`config.mk`:
```
export PLATFORM = sky130hd
export DESIGN_NAME = vga_sync_receiver_flat
export DESIGN_NICKNAME = d
export VERILOG_FILES = /design/src/rtl/vga_sync_receiver_if.sv /design/src/rtl/vga_sync_receiver.sv /design/src/flat_wrapper.sv
export SDC_FILE = /design/constraint.sdc
export NUM_CORES = 1
export LEC_CHECK = 0
export CORE_UTILIZATION = 46
export CTS_BUF_LIST = sky130_fd_sc_hd__clkbuf_8
export CTS_CLUSTER_SIZE = 28
export DETAILED_ROUTE_END_ITERATION = 6
export GPL_ROUTABILITY_DRIVEN = 0
export GPL_TIMING_DRIVEN = 0
export HOLD_SLACK_MARGIN = 0.08
export PLACE_DENSITY = 0.7
export SLEW_MARGIN = 20
export SYNTH_ARGS = -nofsm -noshare
export SYNTH_HDL_FRONTEND = slang
export SYNTH_SLANG_ARGS = --single-unit
```
`constraint.sdc`:
```
create_clock -name clk -period 4.4 [get_ports clk]
set_clock_uncertainty 0.1 [all_clocks]
set_input_delay 1.32 -clock clk [delete_from_list [all_inputs] [get_ports clk]]
set_output_delay 1.32 -clock clk [all_outputs]
set_load 0.02 [all_outputs]
```
`src/rtl/vga_sync_receiver_if.sv`:
```
// Link-side bundle of the VGA sink: sampled sync/RGB inputs toward the receiver
// and the recovered pixel stream, lock and error status coming back.
interface vga_sync_receiver_if;
  logic        pixEn;
  logic        hSync;
  logic        vSync;
  logic [11:0] rgbIn;
  logic [9:0]  x;
  logic [8:0]  y;
  logic [11:0] pixel;
  logic        pixValid;
  logic        frameStart;
  logic        locked;
  logic        timingErr;
  logic [15:0] errCount;

  modport master (
    output pixEn, hSync, vSync, rgbIn,
    input  x, y, pixel, pixValid, frameStart, locked, timingErr, errCount
  );

  modport slave (
    input  pixEn, hSync, vSync, rgbIn,
    output x, y, pixel, pixValid, frameStart, locked, timingErr, errCount
  );
endinterface

```
`src/rtl/vga_sync_receiver.sv`:
```
// VGA sink: samples sync/RGB on each pixel strobe, recovers x/y, locks to the
// incoming timing and flags/counts timing violations while locked.
module vga_sync_receiver #(
  parameter int WIDTH      = 640,
  parameter int HEIGHT     = 480,
  parameter int H_FP       = 16,
  parameter int H_SYNC     = 96,
  parameter int H_BP       = 48,
  parameter int V_FP       = 10,
  parameter int V_SYNC     = 2,
  parameter int V_BP       = 33,
  parameter int LOCK_LINES = 2
) (
  input  logic               clk,
  input  logic               reset,
  vga_sync_receiver_if.slave vga
);
  localparam int         H_TOTAL  = H_SYNC + H_BP + WIDTH + H_FP;
  localparam int         V_TOTAL  = V_SYNC + V_BP + HEIGHT + V_FP;
  localparam logic [9:0] H_LAST   = 10'(H_TOTAL - 1);
  localparam logic [9:0] V_LAST   = 10'(V_TOTAL - 1);
  localparam logic [9:0] H_ACT_LO = 10'(H_SYNC + H_BP);
  localparam logic [9:0] H_ACT_HI = 10'(H_SYNC + H_BP + WIDTH - 1);
  localparam logic [9:0] V_ACT_LO = 10'(V_SYNC + V_BP);
  localparam logic [9:0] V_ACT_HI = 10'(V_SYNC + V_BP + HEIGHT - 1);
  localparam logic [9:0] CNT_MAX  = 10'h3FF;
  localparam logic [3:0] LOCK_TGT = 4'(LOCK_LINES);

  typedef enum logic [1:0] {SEARCH = 2'd0, HLOCK = 2'd1, LOCKED = 2'd2} state_e;

  state_e      state_q, state_d;
  logic [9:0]  hcount_q, hcount_d, vcount_q, vcount_d;
  logic        hs_prev_q, hs_prev_d, vs_prev_q, vs_prev_d;
  logic [3:0]  good_q, good_d;
  logic [9:0]  x_q, x_d;
  logic [8:0]  y_q, y_d;
  logic [11:0] pixel_q, pixel_d;
  logic        pix_valid_q, pix_valid_d, frame_start_q, frame_start_d;
  logic        locked_q, locked_d, timing_err_q, timing_err_d;
  logic [15:0] err_count_q, err_count_d;

  logic       h_fall_s, v_fall_s, line_ok_s, h_err_s, v_err_s, err_s, active_s;
  logic [3:0] good_next_s;

  assign h_fall_s  = vga.pixEn & hs_prev_q & ~vga.hSync;
  assign v_fall_s  = h_fall_s & vs_prev_q & ~vga.vSync;
  assign line_ok_s = h_fall_s & (hcount_q == H_LAST);
  // A line is wrong if its edge arrives off-length, or no edge arrives by H_TOTAL.
  assign h_err_s   = vga.pixEn & (h_fall_s ? (hcount_q != H_LAST) : (hcount_q == H_LAST));
  assign v_err_s   = h_fall_s & (v_fall_s ? (vcount_q != V_LAST) : (vcount_q == V_LAST));
  assign err_s     = (state_q == LOCKED) & (h_err_s | v_err_s);
  assign good_next_s = line_ok_s ? ((good_q >= LOCK_TGT) ? good_q : good_q + 4'd1) : 4'd0;
  assign active_s  = (hcount_d >= H_ACT_LO) && (hcount_d <= H_ACT_HI) &&
                     (vcount_d >= V_ACT_LO) && (vcount_d <= V_ACT_HI);

  // Pixel/line counters and sync edge history; vSync is only looked at on line edges.
  always_comb begin
    hcount_d  = hcount_q;
    vcount_d  = vcount_q;
    hs_prev_d = hs_prev_q;
    vs_prev_d = vs_prev_q;
    if (vga.pixEn) begin
      hs_prev_d = vga.hSync;
      if (h_fall_s) begin
        hcount_d  = 10'd0;
        vs_prev_d = vga.vSync;
        if (v_fall_s) begin
          vcount_d = 10'd0;
        end else if (vcount_q != CNT_MAX) begin
          vcount_d = vcount_q + 10'd1;
        end else begin
          vcount_d = vcount_q;
        end
      end else if (hcount_q != CNT_MAX) begin
        hcount_d = hcount_q + 10'd1;
      end else begin
        hcount_d = hcount_q;
      end
    end else begin
      hs_prev_d = hs_prev_q;
    end
  end

  // Lock state machine: the line check on an edge is applied before its vSync check.
  always_comb begin
    state_d = state_q;
    good_d  = good_q;
    case (state_q)
      SEARCH: begin
        if (h_fall_s) begin
          state_d = HLOCK;
          good_d  = 4'd0;
        end else begin
          state_d = SEARCH;
        end
      end
      HLOCK: begin
        if (h_fall_s) begin
          good_d = good_next_s;
          if (v_fall_s && (good_next_s >= LOCK_TGT)) begin
            state_d = LOCKED;
          end else begin
            state_d = HLOCK;
          end
        end else begin
          state_d = HLOCK;
        end
      end
      LOCKED: begin
        if (err_s) begin
          state_d = SEARCH;
        end else begin
          state_d = LOCKED;
        end
      end
      default: begin
        state_d = SEARCH;
        good_d  = 4'd0;
      end
    endcase
  end

  // Output stage: x/y/pixel hold their last valid value between valid pulses.
  always_comb begin
    x_d           = x_q;
    y_d           = y_q;
    pixel_d       = pixel_q;
    pix_valid_d   = 1'b0;
    frame_start_d = 1'b0;
    timing_err_d  = err_s;
    locked_d      = (state_d == LOCKED);
    if (vga.pixEn && (state_q == LOCKED) && !err_s && active_s) begin
      pix_valid_d   = 1'b1;
      x_d           = hcount_d - H_ACT_LO;
      y_d           = 9'(vcount_d - V_ACT_LO);
      pixel_d       = vga.rgbIn;
      frame_start_d = (hcount_d == H_ACT_LO) && (vcount_d == V_ACT_LO);
    end else begin
      pix_valid_d   = 1'b0;
    end
    if (err_s && (err_count_q != 16'hFFFF)) begin
      err_count_d = err_count_q + 16'd1;
    end else begin
      err_count_d = err_count_q;
    end
  end

  // State and output registers.
  always_ff @(posedge clk) begin
    if (reset) begin
      state_q       <= SEARCH;
      hcount_q      <= 10'd0;
      vcount_q      <= 10'd0;
      hs_prev_q     <= 1'b1;
      vs_prev_q     <= 1'b1;
      good_q        <= 4'd0;
      x_q           <= 10'd0;
      y_q           <= 9'd0;
      pixel_q       <= 12'd0;
      pix_valid_q   <= 1'b0;
      frame_start_q <= 1'b0;
      locked_q      <= 1'b0;
      timing_err_q  <= 1'b0;
      err_count_q   <= 16'd0;
    end else begin
      state_q       <= state_d;
      hcount_q      <= hcount_d;
      vcount_q      <= vcount_d;
      hs_prev_q     <= hs_prev_d;
      vs_prev_q     <= vs_prev_d;
      good_q        <= good_d;
      x_q           <= x_d;
      y_q           <= y_d;
      pixel_q       <= pixel_d;
      pix_valid_q   <= pix_valid_d;
      frame_start_q <= frame_start_d;
      locked_q      <= locked_d;
      timing_err_q  <= timing_err_d;
      err_count_q   <= err_count_d;
    end
  end

  assign vga.x          = x_q;
  assign vga.y          = y_q;
  assign vga.pixel      = pixel_q;
  assign vga.pixValid   = pix_valid_q;
  assign vga.frameStart = frame_start_q;
  assign vga.locked     = locked_q;
  assign vga.timingErr  = timing_err_q;
  assign vga.errCount   = err_count_q;
endmodule

```
`src/flat_wrapper.sv`:
```
// flat-port wrapper written by rule: the top's interface ports become plain ports
module vga_sync_receiver_flat 
#(
  parameter int WIDTH      = 640,
  parameter int HEIGHT     = 480,
  parameter int H_FP       = 16,
  parameter int H_SYNC     = 96,
  parameter int H_BP       = 48,
  parameter int V_FP       = 10,
  parameter int V_SYNC     = 2,
  parameter int V_BP       = 33,
  parameter int LOCK_LINES = 2
)
  (clk, reset, vga_pixEn, vga_hSync, vga_vSync, vga_rgbIn, vga_x, vga_y, vga_pixel, vga_pixValid, vga_frameStart, vga_locked, vga_timingErr, vga_errCount);
  vga_sync_receiver_if vga_i ();
  input  logic clk;
  input  logic reset;
  input wire logic [$bits(vga_i.pixEn)-1:0] vga_pixEn;
  input wire logic [$bits(vga_i.hSync)-1:0] vga_hSync;
  input wire logic [$bits(vga_i.vSync)-1:0] vga_vSync;
  input wire logic [$bits(vga_i.rgbIn)-1:0] vga_rgbIn;
  output wire logic [$bits(vga_i.x)-1:0] vga_x;
  output wire logic [$bits(vga_i.y)-1:0] vga_y;
  output wire logic [$bits(vga_i.pixel)-1:0] vga_pixel;
  output wire logic [$bits(vga_i.pixValid)-1:0] vga_pixValid;
  output wire logic [$bits(vga_i.frameStart)-1:0] vga_frameStart;
  output wire logic [$bits(vga_i.locked)-1:0] vga_locked;
  output wire logic [$bits(vga_i.timingErr)-1:0] vga_timingErr;
  output wire logic [$bits(vga_i.errCount)-1:0] vga_errCount;
  assign vga_i.pixEn = vga_pixEn;
  assign vga_i.hSync = vga_hSync;
  assign vga_i.vSync = vga_vSync;
  assign vga_i.rgbIn = vga_rgbIn;
  assign vga_x = vga_i.x;
  assign vga_y = vga_i.y;
  assign vga_pixel = vga_i.pixel;
  assign vga_pixValid = vga_i.pixValid;
  assign vga_frameStart = vga_i.frameStart;
  assign vga_locked = vga_i.locked;
  assign vga_timingErr = vga_i.timingErr;
  assign vga_errCount = vga_i.errCount;
  vga_sync_receiver #(.WIDTH(WIDTH), .HEIGHT(HEIGHT), .H_FP(H_FP), .H_SYNC(H_SYNC), .H_BP(H_BP), .V_FP(V_FP), .V_SYNC(V_SYNC), .V_BP(V_BP), .LOCK_LINES(LOCK_LINES)) u_core (.clk(clk), .reset(reset), .vga(vga_i));
endmodule
```
==> results of run 1 <==
[logic make-up (layout without fill, tap and decap cells)]
| kind of cell | Yosys count | in the layout | share of synthesized area (%) |
|---|---|---|---|
| compound gates | 111 | 111 | 19.45 |
| xor+xnor | 28 | 28 | 5.723 |
| fa+ha+maj | 11 | 11 | 3.212 |
| buf+inv | 46 | 129 | 4.701 |
| flops | 79 | 79 | 36.91 |
| mux | 13 | 13 | 3.358 |
| simple gates | 206 | 206 | 26.66 |
[cells in the mapped netlist (4+ instances only)]
| cell | count |
|---|---|
| nand2_1 | 21 |
| nor2b_1 | 12 |
| nor3_1 | 12 |
| xor2_1 | 19 |
| and2_1 | 7 |
| ha_1 | 11 |
| o21ai_0 | 6 |
| buf_2 | 14 |
| and3_1 | 10 |
| dfxtp_1 | 79 |
| and4_1 | 9 |
| nor4_1 | 6 |
| clkbuf_1 | 14 |
| a211oi_1 | 10 |
| xnor2_1 | 9 |
| nand4_1 | 28 |
| a21oi_1 | 25 |
| o211a_1 | 4 |
| a31oi_1 | 10 |
| o211ai_1 | 5 |
| o31ai_1 | 16 |
| nand3_1 | 27 |
| inv_1 | 14 |
| nor2_1 | 54 |
| mux2i_1 | 8 |
[final timing paths]
path                                 start                      endpoint  slack (ns)
min reg2reg   u_core.vga.x[9]$_SDFFE_PP0P_  u_core.vga.x[9]$_SDFFE_PP0P_        0.36
max                              vga_hSync  u_core.vga.y[2]$_SDFFE_PP0P_        0.16
min           u_core.vga.x[9]$_SDFFE_PP0P_  u_core.vga.x[9]$_SDFFE_PP0P_        0.36
max reg2reg  u_core.hcount_q[0]$_SDFF_PP0_  u_core.vga.y[2]$_SDFFE_PP0P_        0.87
[power groups by stage]
stage                     logic [mW]  registers [mW]  clock network, mW
after global placement        0.0796           0.742                  0
final                         0.0842           0.725              0.583
after detailed placement      0.0807           0.742                  0
after CTS                     0.0818           0.725              0.593
after floorplan               0.0467           0.740                  0
after global routing          0.0913           0.726              0.618
[flip-flops by register name, indices dropped and copies added (netlist names)]
register / count
u_core.vcount_q: 10
u_core.vga.y: 9
u_core.vga.errCount: 16
u_core.good_q: 4
u_core.vs_prev_q: 1
u_core.vga.pixValid: 1
u_core.vga.locked: 1
u_core.vga.timingErr: 1
u_core.state_q: 2
u_core.vga.pixel: 12
u_core.vga.frameStart: 1
u_core.hs_prev_q: 1
u_core.hcount_q: 10
u_core.vga.x: 10
[area by class of cell]
| class | instances | area [sq um] |
|---|---|---|
| Multi-Input combinational cell | 369 | 2545 |
| Buffer | 31 | 147.6 |
| Clock buffer | 11 | 151.4 |
| Sequential cell | 79 | 1582 |
| Tap cell | 108 | 135.1 |
| Inverter | 15 | 56.30 |
| Fill cell | 792 | 3542 |
| Timing Repair Buffer | 67 | 668.1 |
| Clock inverter | 5 | 63.81 |
[metal layers]
layer,up-vias,global-route usage [%],share of wire (%)
met2,134,40.47,47
met3,19,5.319,5.8
met4,0,7.003,1.6
met5,-,0,0
li1,2002,-,-
met1,2024,32.61,46
[worst min-delay path: cells and delay by family (launching register included)]
kind | cells | cell delay [ns]
flops | 1 | 0.32
simple gates | 1 | 0.05
mux | 1 | 0.05
[repair_timing]
action,4_1_cts,5_1_grt
resized for setup,2,9
buffers inserted,0,1
hold endpoints to repair,0,0
setup endpoints to repair,28,19
pin swaps,0,2
hold buffers,0,0
==> impl_metrics.toml, run 1 <==
[status]
status = "finished, violations left"
violations = "design-rule violations"

[synthesis]
synth.distinct_cells = 70
yosys_warnings = 0
syn_avg_cell_area_sq_um = 8.675
ys_seq_elements = 79
synth_top_area_cell = "dfxtp_1"
ys.flop_type = "dfxtp_1"
synthArstFlopShare_pct = 0
yosysSeqAreaShare_pct = 36.91
synth_area_sq_mm = 0.004285
synth_edf_count = 0
synth_top_area_share_pct = 36.91
synth.area.top_cells = "dfxtp_1 (37%), nor2_1 (4.7%), nand4_1 (4.1%)"
synth_nets = 522
syn_inst = 494

[floorplanning]
coreArea_sq_mm = 0.008891
fp.dieH_um = 98.52
die_w_um = 98.52
io_pins = 68
start_util_pct = 48.20
die_area_sq_mm = 0.009706
rows = 34

[setup_path]
slowest_stage = "clkdlybuf4s50_1"
crit_fanout = 10
path_buf_inv = 4
arrival_ns = 4.38
cp-start-kind = "input pin"
crit_family = "buffers and inverters"
crit_path_end_kind = "flip-flop"
crit_chain = "clkdlybuf4s50_1, nand3b_4, inv_2, buf_2, nor4_1, nor2_1, ha_1, a21o_1, o211ai_1, nand3_2, buf_6, mux2_4"
r2r_cells = 11
cp_slowest_stage_delay_ns = 0.55
cp_num_cells = 12
worstSetupPathType = "input pin to flip-flop"
required_ns = 4.55

[run]
drv_cap = 0

[power]
ir_drop_uv = 198.2
p_switching_uw = 342.6
p_int_mw = 1.049
sw_frac_of_total_pct = 24.61
p_total_mw = 1.392
p_clk_share_pct = 41.9
power_density_mw_per_mm2 = 260.3
power.combinational.fraction_pct = 6.0
leakage_nw = 1.993
seq_power_share_pct = 52.1

[place]
dp_hpwl_um = 8743
dp.cells = 668
dp_slack_ns = -0.5535
io_buffers = 66
place_area_sq_mm = 0.005081

[routing]
viasPerCell = 6.101
wl_per_cell_um = 17.53
drc = 3
wl_um = 12010
ant_nets = 0
dr.pass1.iters = 7
vias = 4179
first_iter_violations = 329

[cts]
clockRootBuffer = "clkbuf_8"
cts_inserted_buffers = 9
clock_latency_ns = 0.35
clk_pin_slew_ns = 0.09
cts.sinks = 79
cts_tree = "yes"
htree_num_levels = 3
clock_path_buffers = 2

[global_routing]
grt_pass1_vias = 3866
track_usage_pct = 24.62
grt.overflow.total = 0
antenna_found_initial = 0
grt_pass1_wl_um = 19050
grt_max_degree = 15

[finish]
antenna_cells = 0
synthToLayoutAreaGrowth_pct = 24.82
final_area_sq_mm = 0.005349
mostFrequentLayoutCell = "dfxtp_1"
final_util_pct = 60.16
instances_no_fill = 685
layout-drive-gt1-share_pct = 10.05
mostFrequentLayoutCells = "dfxtp_1 (79), clkdlybuf4s50_1 (66), nor2_1 (53)"
final_nets = 600

[sta]
setup_viol = 0
fin_setup_tns_ns = 0
max_slew.worst_pin.slew_ns = 0.8745
fin_ws_ns = 0.1645
hold_viol_final = 0
period_needed_ns = 4.236
hold_ws_ns = 0.3635
layout_worst_path_cycle_share_pct = 96.26
max_freq_mhz = 236.1
drv_slew = 0
rsz0062_at_grt = "false"
slew_headroom_pct = 41.21

[min_path]
min_path_type = "flip-flop to flip-flop"
holdPathStages = 2
No activity file was read; power rests on OpenSTA's default activity.
==> run 2: changes to the inputs <==
- MAX_ROUTING_LAYER: default -> met4
==> run 2 against run 1 <==
Sequential share of layout area did not move. Total power increased by 0.11%. Clock power is essentially flat. Worst setup slack worse by 0.0045 ns. Cell count unchanged. The run still ends with design-rule violations left.
==> impl_metrics.toml, run 2 (synthesis gave the netlist of run 1 again) <==
[status]
status = "finished, violations left"
violations = "design-rule violations"

[global_routing]
grt_pass1_wl_um = 19050
grt_pass1_vias = 3859
track_usage_pct = 25.38
grt_max_degree = 15
antenna_found_initial = 0
grt.overflow.total = 0

[sta]
setup_viol = 0
layout_worst_path_cycle_share_pct = 96.36
slew_headroom_pct = 40.45
period_needed_ns = 4.240
hold_viol_final = 0
drv_slew = 0
rsz0062_at_grt = "false"
hold_ws_ns = 0.3633
max_slew.worst_pin.slew_ns = 0.8859
max_freq_mhz = 235.8

[setup_path]
crit_chain = "clkdlybuf4s50_1, nand3b_4, inv_2, buf_2, o41ai_1, a32oi_1, inv_1, ha_1, o31ai_4, a211oi_2, nand3_2, buf_6, mux2_4"
path_buf_inv = 5
arrival_ns = 4.39
worstSetupPathType = "input pin to flip-flop"
r2r_cells = 11
crit_fanout = 10
slowest_stage = "clkdlybuf4s50_1"
crit_path_end_kind = "flip-flop"
rrSetupSlack_ns = 0.87
cp-start-kind = "input pin"
cp_num_cells = 13
required_ns = 4.55
cp_slowest_stage_delay_ns = 0.48
crit_family = "buffers and inverters"

[finish]
largest_register_ffs = 16
instances_no_fill = 685
antenna_cells = 0
mostFrequentLayoutCell = "dfxtp_1"
num-fill-cells = 792
seq_area_sq_mm = 0.001582
mostFrequentLayoutCells = "dfxtp_1 (79), clkdlybuf4s50_1 (66), nor2_1 (53)"
synthToLayoutAreaGrowth_pct = 24.82
final_nets = 600
multi_input_area_sq_mm = 0.002545
layout-drive-gt1-share_pct = 10.05

[place]
dp.cells = 668
io_buffers = 66
dp_hpwl_um = 8743

[floorplanning]
fp.dieH_um = 98.52
die_w_um = 98.52
io_pins = 68
start_util_pct = 48.20
coreArea_sq_mm = 0.008891
die_area_sq_mm = 0.009706
rows = 34

[cts]
cts_tree = "yes"
clk_pin_slew_ns = 0.09
holdBufCountCts = 0
cts_inserted_buffers = 9
clock_path_buffers = 2
cts.sinks = 79
clockRootBuffer = "clkbuf_8"
htree_num_levels = 3
clock_latency_ns = 0.35

[power]
leakage_nw = 1.993
ir_drop_uv = 199.2
p_total_mw = 1.394
power_density_mw_per_mm2 = 260.6

[routing]
wl_met1_um = 5379
drc = 3
vias = 4208
wl_met3_um = 848
wl_um = 12020
viasPerCell = 6.143
first_iter_violations = 338
top_layer = "met4"
ant_nets = 0
wl_per_cell_um = 17.55
dr.pass1.iters = 7
wl_met2_um = 5585

[min_path]
min_path_type = "flip-flop to flip-flop"
holdPathStages = 2

[run]
drv_cap = 0
run 2: cell counts in the layout (fill, tap and decap cells not counted):
No cell type changed its count.
run 2: area by class of cell:
cell class	instances	area share [%]
Multi-Input combinational cell	369	47.58
Sequential cell	79	29.57
Timing Repair Buffer	67	12.49
Clock buffer	11	2.830
Tap cell	108	2.526
Buffer	31	2.760
Clock inverter	5	1.193
Inverter	15	1.053
run 2: worst reg2reg max path, cell delays in order (launching register included):
cell	delay, ns
dfxtp_1	0.46
ha_1	0.28
nand4_2	0.22
nor3_2	0.48
nor4_1	0.14
nor2_1	0.21
ha_1	0.19
nand4_1	0.12
o211ai_1	0.43
nand3_2	0.26
buf_6	0.23
mux2_4	0.30
run 2: final timing paths:
kind,start,endpoint
worst max-delay path,vga_hSync,u_core.vga.y[2]$_SDFFE_PP0P_
worst min-delay path,u_core.vga.x[9]$_SDFFE_PP0P_,u_core.vga.x[9]$_SDFFE_PP0P_
worst max register to register,u_core.hcount_q[0]$_SDFF_PP0_,u_core.vga.y[2]$_SDFFE_PP0P_
worst min register to register,u_core.vga.x[9]$_SDFFE_PP0P_,u_core.vga.x[9]$_SDFFE_PP0P_
run 2: routing by layer:
metal  vias up  GRT usage (%)
li1       2002              -
met1      2008          32.79
met3        26          5.035
met5         -              -
met2       172          40.36
met4         0          7.348
run 2: repair_timing:
action / 4_1_cts / 5_1_grt
pin swaps: 0 / 2
endpoints found under the setup margin: 28 / 19
gates resized for setup: 2 / 9
setup buffers: 0 / 1
run 2: per-stage QoR:
step / worst slack (ns) / utilization (%) / area (sq um) / setup TNS [ns]
floorplan: 0.5763 / - / 4285 / 0
global placement: -0.5242 / 57.15 / 5081 / -11.97
detailed placement: -0.5535 / 57.15 / 5081 / -13.71
CTS: 0.06401 / 59.72 / 5310 / 0
global route: 0.01275 / 60.16 / 5349 / 0
finish: 0.1600 / 60.16 / 5349 / 0
run 2: report_power, final:
group	switching [mW]	internal, mW
logic	0.0515	0.0327
clock network	0.286	0.298
registers	0.00681	0.718
==> run 3: changes to the inputs <==
- SLEW_MARGIN: 20 -> default
==> results of run 3 <==
The final DEF is identical to that of run 2; final timing and power are the same.
